<file path="src/rtl/pc_unit.sv">
// pc_unit: program counter and sequencing stage with start/done handshake
// and an 8-entry loadable absolute branch-target table.
module pc_unit #(
  parameter int PC_W  = 10,
  parameter int LUT_N = 8
) (
  input  logic                     clk,
  input  logic                     reset,
  input  logic                     start,
  input  logic                     stall,
  input  logic                     halt_i,
  input  logic                     br_en,
  input  logic                     br_cond,
  input  logic                     br_mode,
  input  logic                     taken,
  input  logic [7:0]               br_off,
  input  logic [$clog2(LUT_N)-1:0] br_idx,
  input  logic                     lut_we,
  input  logic [$clog2(LUT_N)-1:0] lut_idx,
  input  logic [PC_W-1:0]          lut_data,
  output logic [PC_W-1:0]          pc_o,
  output logic                     running,
  output logic                     done
);

  typedef enum logic [1:0] {
    IDLE = 2'd0,
    RUN  = 2'd1,
    DONE = 2'd2
  } state_t;

  state_t          state_q, state_d;
  logic [PC_W-1:0] pc_q, pc_d;
  logic            running_q, running_d;
  logic            done_q, done_d;
  logic [PC_W-1:0] lut_q [LUT_N];
  logic [PC_W-1:0] lut_d [LUT_N];
  logic [PC_W-1:0] off_ext;
  logic            br_go;

  assign off_ext = {{(PC_W-8){br_off[7]}}, br_off};
  assign br_go   = br_en && (!br_cond || taken);

  // Target table: write takes effect at the edge; branch reads see lut_q (old value).
  always_comb begin
    for (int unsigned i = 0; i < LUT_N; i++) begin
      lut_d[i] = lut_q[i];
    end
    if (lut_we) begin
      lut_d[lut_idx] = lut_data;
    end
  end

  // Next state, next PC and next flags.
  always_comb begin
    state_d   = state_q;
    pc_d      = pc_q;
    running_d = running_q;
    done_d    = done_q;
    unique case (state_q)
      IDLE, DONE: begin
        if (start) begin
          state_d   = RUN;
          pc_d      = '0;
          running_d = 1'b1;
          done_d    = 1'b0;
        end
      end
      RUN: begin
        if (stall) begin
          pc_d = pc_q;
        end else if (halt_i) begin
          state_d   = DONE;
          running_d = 1'b0;
          done_d    = 1'b1;
        end else if (br_go) begin
          pc_d = br_mode ? lut_q[br_idx] : pc_q + off_ext;
        end else begin
          pc_d = pc_q + 1'b1;
        end
      end
      default: begin
        state_d   = IDLE;
        pc_d      = '0;
        running_d = 1'b0;
        done_d    = 1'b0;
      end
    endcase
  end

  // State, PC, flags and table registers with synchronous reset.
  always_ff @(posedge clk) begin
    if (reset) begin
      state_q   <= IDLE;
      pc_q      <= '0;
      running_q <= 1'b0;
      done_q    <= 1'b0;
      for (int unsigned i = 0; i < LUT_N; i++) begin
        lut_q[i] <= '0;
      end
    end else begin
      state_q   <= state_d;
      pc_q      <= pc_d;
      running_q <= running_d;
      done_q    <= done_d;
      for (int unsigned i = 0; i < LUT_N; i++) begin
        lut_q[i] <= lut_d[i];
      end
    end
  end

  assign pc_o    = pc_q;
  assign running = running_q;
  assign done    = done_q;

endmodule

</file>
<file path="config.mk">
export PLATFORM = sky130hd
export DESIGN_NAME = pc_unit
export DESIGN_NICKNAME = d
export VERILOG_FILES = /design/src/rtl/pc_unit.sv
export SDC_FILE = /design/constraint.sdc
export NUM_CORES = 1
export LEC_CHECK = 0
export CAP_MARGIN = 20
export CORE_MARGIN = 10
export CORE_UTILIZATION = 55
export DETAILED_ROUTE_END_ITERATION = 16
export GPL_ROUTABILITY_DRIVEN = 0
export PLACE_DENSITY = 0.89
export SKIP_LAST_GASP = 1
export SYNTH_ARGS = -nofsm -noshare
export SYNTH_HDL_FRONTEND = slang
export SYNTH_SLANG_ARGS = --single-unit
</file>
<file path="constraint.sdc">
create_clock -name clk -period 4.8 [get_ports clk]
set_input_delay 0.72 -clock clk [delete_from_list [all_inputs] [get_ports clk]]
set_output_delay 0.72 -clock clk [all_outputs]
set_load 0.01 [all_outputs]
</file>
==> flow_summary.ini, run 1 <==
[pwr]
power.density_nw_per_um2 = 302
peakVddDrop_uv = 175
p_leak_nw = 1.80

[logic_synthesis]
synth-seq-area-share_pct = 41.4
syn_avg_cell_area_sq_um = 8.15
syn_area_sq_um = 4490
yosys_warnings = 0
synthesis.nets = 596
ys_seq_elements = 93
synth.distinct_cells = 36
syn_inst = 551

[drt]
drtAntennaViolNets = 0
drc = 0
vias = 4264
avgRoutedWirePerCell_um = 18.4
via_per_inst = 6.26
drt_wl_total_um = 12500
drt_iter0_drc = 392
drt_first_pass_iters = 5

[finish]
regArea_sq_um = 1860
nFillCells = 655
stdcell_area_sq_um = 5140
multi_input_area_sq_um = 2480
final_nets = 621
antennaDiodeCount = 0
stdcell_count = 681
area_growth_pct = 14.5
drive_gt1_share_pct = 7.08

[global_routing]
antenna_found_initial = 0
grt.total_usage_pct = 20.9
grt_first_pass_wirelength_um = 20100
overflow = 0
grt_pass1_vias = 4173
grt_max_degree = 86

[placed_design]
io_buffers = 45
dp.cells = 667
dp.final_hpwl_um = 8650
detailed_place.area_sq_um = 4940

[sta]
fmax_ghz = 0.359
min_period_over_period_pct = 58.1
period_minus_slack_ns = 2.79
finalHoldViolCount = 0
tightest_slew_ns = 1.09
slew_headroom_pct = 27.2
fin_worst_skew_ns = 0.00642
rsz0062_at_grt = false
setup_violations = 0
drv_slew = 0
setup_tns_ns = 0

[floorplan]
fp.dieArea_sq_um = 12200
rows = 32
core_sq_um = 7850
initial_core_util_pct = 57.2
die_h_um = 110
ios = 46
die_w_um = 110

[clock_network]
hold_buffers = 0
post_cts_resized = 0
cts_buffer_depth = 2
cts_root_buffer = clkbuf_8
clock-sinks = 93
cts_max_level = 3
cts.clk_slew.worst_paths_ns = 0.09
numCtsBuffers = 9
cts_tree = built
clkLatencyLatePin_ns = 0.36
post_cts_buffers = 0

[worst_setup_path]
worst-path-buf-inv = 1
r2r_cells = 9
startpoint_type = primary input
reg2reg_slack_ns = 2.46
worstReg2RegStart = pc_o[0]
crit_family = buffers and inverters
cpPeakStageDelay_ns = 1.19
rr_endpoint = pc_o[8]
cp.arrival_ns = 3.01
end_kind = register
crit_chain = clkdlybuf4s50_1, mux4_2, mux2i_1, nor2_1, a21oi_1, o221ai_1
crit_path_max_fanout = 18
critPathRequiredTime_ns = 5.02
cp_slowest_cell = clkdlybuf4s50_1
critPathKind = in -> reg

[hold_path]
min_to = lut_q[0][8]
hold_depth = 2
hold_class = reg -> reg
hp-start = lut_q[0][8]

[run_status]
status = finished, final reports clean

[flow_run]
max_cap_violations = 0
## power breakdown
part / internal, W / leakage (nW) / switching, W / total, W
clock: 0.000288 / 0.0945 / 0.000269 / 0.000556
combinational: 0.0000823 / 0.956 / 0.000109 / 0.000191
sequential: 0.000791 / 0.753 / 0.0000164 / 0.000807
## cell families after synthesis
logic type               after synthesis  share of synthesized area (%)
multiplexers                          31                           12.6
flip-flops                            93                           41.4
AO/OA/AOI/OAI                        135                           16.2
adder cells (fa/ha/maj)               11                           3.23
XOR/XNOR                               8                           1.56
AND/OR/NAND/NOR                      237                           21.6
buffers and inverters                 36                           3.31
## placed cells by master, fill, tap and decap left out, types with 4 or more instances in the layout
| cell type | instances |
|---|---|
| o221ai_1 | 4 |
| clkdlybuf4s50_1 | 44 |
| a21oi_1 | 100 |
| nand3_1 | 7 |
| mux4_2 | 19 |
| xor2_1 | 4 |
| nor2b_1 | 6 |
| nand2b_1 | 7 |
| nand2_1 | 184 |
| a21o_1 | 6 |
| clkbuf_8 | 9 |
| xnor2_1 | 4 |
| o21ai_0 | 17 |
| dfxtp_1 | 93 |
| mux2i_1 | 10 |
| nor2_1 | 23 |
| ha_1 | 10 |
## worst min-delay path, delay by kind of cell (launching register included)
kind / cells / cell delay [ns]
compound gates: 1 / 0.05
simple gates: 1 / 0.05
flops: 1 / 0.32
## registers in the layout, summed over array words and instances, names as in the netlist
| signal | cells |
|---|---|
| lut_q | 80 |
| pc_o | 10 |
| done | 1 |
| running | 1 |
| state_q | 1 |
## metrics by stage
stage	utilization, %	power, W	hold WS, ns	worst slack (ns)
after global placement	63.0	0.00100	0.439	1.74
after detailed placement	63.0	0.00101	0.447	1.66
after CTS	65.6	0.00155	0.459	2.02
after global routing	65.6	0.00161	0.478	1.88
after floorplan	-	0.000939	0.432	2.33
final	65.6	0.00155	0.461	2.01
## cell usage after synthesis, drive strengths merged
cell      n  area (sq um)
nor3      2          20.0
mux2      1          11.3
and2      1          6.26
o211ai    3          27.5
o21ai    17          85.1
buf      16          73.8
nor4      2          18.8
nor2     23          86.3
a21oi   100           500
ha       10           125
nor2b     6          37.5
o221ai    4          35.0
nand4     2          12.5
nand4b    1          8.76
a22oi     1          7.51
xnor2     4          35.0
mux2i    10           100
a21o      6          45.0
nand2b    7          43.8
xor2      4          35.0
fa        1          20.0
mux4     20           454
nand3     7          35.0
inv       3          11.3
dfxtp    93          1860
and3      2          12.5
a31o      1          8.76
o22ai     1          6.26
clkbuf   17          63.8
nand2   184           691
a31oi     2          12.5
## worst max path at each step
| stage | start | to | slack, ns | cells past startpoint |
|---|---|---|---|---|
| global placement | br_idx[1] | pc_o[0] | 1.74 | 6 |
| floorplan | br_off[0] | pc_o[8] | 2.33 | 9 |
| global route | br_off[0] | pc_o[8] | 1.88 | 10 |
| detailed placement | br_idx[1] | pc_o[1] | 1.66 | 6 |
| finish | br_idx[1] | pc_o[0] | 2.01 | 6 |
| CTS | br_idx[1] | pc_o[0] | 2.02 | 6 |
## final cells by class
cell class,count,area share (%)
clock inverter,4,1.46
inverter,3,0.219
clock buffer,10,2.48
timing repair buffer,47,8.95
sequential,93,36.2
tap,102,2.48
multi-input combinational,422,48.2
## per-layer routing
layer	global-route usage (%)	up-vias	share of wire [%]
met1	23.5	1980	36
met5	0	-	0
met2	34.4	282	48
met4	12.2	0	3.8
met3	6.33	64	12
li1	-	1938	-
(Power assumes the default switching activity.)
==> inputs of run 2 (changes only) <==
Clock period 4.8 ns to 2.75 ns, I/O delays scaled along.
==> run 2 against run 1 <==
Against the previous run: cell area rose by 2.7%; clock skew barely moved; non-clock buffer count rose by 13; combinational power rose by 79%; first-iteration DRC count fell by 20%; clock-buffer cell count rose by 2; die area did not move; sequential share of layout area fell by 0.96 points; worst setup slack got worse by 1.6 ns; utilization rose by 1.8 points; hold slack got worse by 0.0017 ns; global-route usage fell by 0.62 points.
==> flow_summary.ini, run 2 (synthesized netlist as in run 1, its figures left out) <==
[floorplan]
initial_core_util_pct = 57.2
fp.dieArea_sq_um = 12200
die_h_um = 110
die_w_um = 110
core_sq_um = 7850
ios = 46
rows = 32

[drt]
vias = 4158
drc = 0
drt_iter0_drc = 313
drt_first_pass_iters = 5
drtAntennaViolNets = 0
avgRoutedWirePerCell_um = 17.6
via_per_inst = 5.97
drt_wl_total_um = 12200

[pwr]
pwr-share-comb_pct = 12.5
total_power_w = 0.00272
p_leak_nw = 1.89
peakVddDrop_uv = 299
p_int_w = 0.00203
power.density_nw_per_um2 = 515
switching_share_pct = 25.3
power.switching_w = 0.000688
share_seq_of_total_power_pct = 51.7
clkPwrFrac_pct = 35.8

[hold_path]
hold_class = reg -> reg
hp-start = lut_q[4][9]
min_to = lut_q[4][9]
hold_depth = 2

[sta]
rsz0062_at_grt = false
setup_violations = 0
finalHoldViolCount = 0
tightest_slew_ns = 0.850
holdWs_ns = 0.459
fin_worst_skew_ns = 0.00619
drv_slew = 0
slew_headroom_pct = 43.4
fmax_ghz = 0.435
setup_tns_ns = 0
min_period_over_period_pct = 83.5
period_minus_slack_ns = 2.30

[global_routing]
antenna_found_initial = 0
grt_pass1_vias = 4008
overflow = 0
grt.total_usage_pct = 20.3
grt_max_degree = 85
grt_first_pass_wirelength_um = 19400

[finish]
nFillCells = 636
regMostFlops = lut_q
stdcell_area_sq_um = 5290
final_nets = 634
final_util_pct = 67.3
largest_reg_flops = 80
layout_common_cells = nand2_1, a21oi_1, dfxtp_1, clkdlybuf4s50_1, nor2_1
antennaDiodeCount = 0
drive_gt1_share_pct = 9.60
area_growth_pct = 17.7
final_common_cell = nand2_1

[worst_setup_path]
end_kind = register
reg2reg_slack_ns = 0.54
cpPeakStageDelay_ns = 0.41
crit_path_max_fanout = 2
crit_chain = clkdlybuf4s50_1, ha_1, fa_1, a21o_1, a21oi_1, o21ai_0, a31oi_1, xnor2_1, mux2i_1, o221ai_1
cp.arrival_ns = 2.58
cp_slowest_cell = clkdlybuf4s50_1
startpoint_type = primary input
startpoint = br_off[0]
r2r_cells = 9
worstReg2RegStart = pc_o[0]
critPathRequiredTime_ns = 3.03
critPathKind = in -> reg
rr_endpoint = pc_o[8]

[clock_network]
post_cts_buffers = 0
cts_max_level = 3
cts.clk_slew.worst_paths_ns = 0.09
numCtsBuffers = 9
post_cts_resized = 0
clock-sinks = 93
clkLatencyLatePin_ns = 0.36
hold_buffers = 0
cts_tree = built
cts_root_buffer = clkbuf_8
cts_buffer_depth = 2

[run_status]
status = finished, final reports clean

[flow_run]
max_cap_violations = 0

[placed_design]
io_buffers = 45
detailed_place.area_sq_um = 5060
dp.final_hpwl_um = 8360
## run 2: cell types whose count changed in the layout (fill, tap and decap cells not counted), sizes merged
cell / previous run / this run
clkbuf: 10 / 12
bufinv: 2 / 1
buf: 3 / 16
clkinvlp: 2 / 1
clkinv: 0 / 2
## run 2: power groups by stage
| stage | clock network [W] | registers [W] | logic [W] |
|---|---|---|---|
| 2_1_floorplan | 0 | 0.00143 | 0.000204 |
| 3_3_place_gp | 0 | 0.00143 | 0.000326 |
| 3_5_place_dp | 0 | 0.00144 | 0.000335 |
| 4_1_cts | 0.000972 | 0.00141 | 0.000337 |
| 5_1_grt | 0.00104 | 0.00141 | 0.000369 |
| 6_report | 0.000973 | 0.00141 | 0.000341 |
## run 2: per-layer routing
layer | up-vias | global-route usage (%) | wire (um)
met5 | - | 0 | 0
met4 | 0 | 6.97 | 231
met3 | 25 | 4.59 | 1170
met2 | 203 | 33.8 | 5770
met1 | 1963 | 25.3 | 5050
li1 | 1967 | - | -
## run 2: critical path: cells and delay by family
| family | cells | cell delay (ns) |
|---|---|---|
| compound gates | 5 | 0.92 |
| xor+xnor | 1 | 0.14 |
| fa+ha+maj | 2 | 0.62 |
| buf+inv | 1 | 0.41 |
| mux | 1 | 0.08 |
## run 2: metrics by stage
stage               cells  setup slack (ns)
finish                696             0.453
global route          696             0.357
CTS                   696             0.450
detailed placement    680            0.0739
global placement      680            0.0966
floorplan             551             0.586
## run 2: layout make-up
cell class | count | area [sq um] | share of cell area [%]
clock buffer | 12 | 165 | 3.12
clock inverter | 4 | 55.1 | 1.04
inverter | 3 | 11.3 | 0.213
multi-input combinational | 422 | 2480 | 46.9
sequential | 93 | 1860 | 35.2
tap | 102 | 128 | 2.41
timing repair buffer | 60 | 583 | 11.0
## run 2: worst max-delay path by stage
stage,to,slack [ns],depth (start not counted)
after floorplan,pc_o[8],0.59,9
after global routing,pc_o[8],0.36,10
after CTS,pc_o[8],0.45,10
after detailed placement,pc_o[8],0.07,10
final,pc_o[8],0.45,10
after global placement,pc_o[8],0.1,10
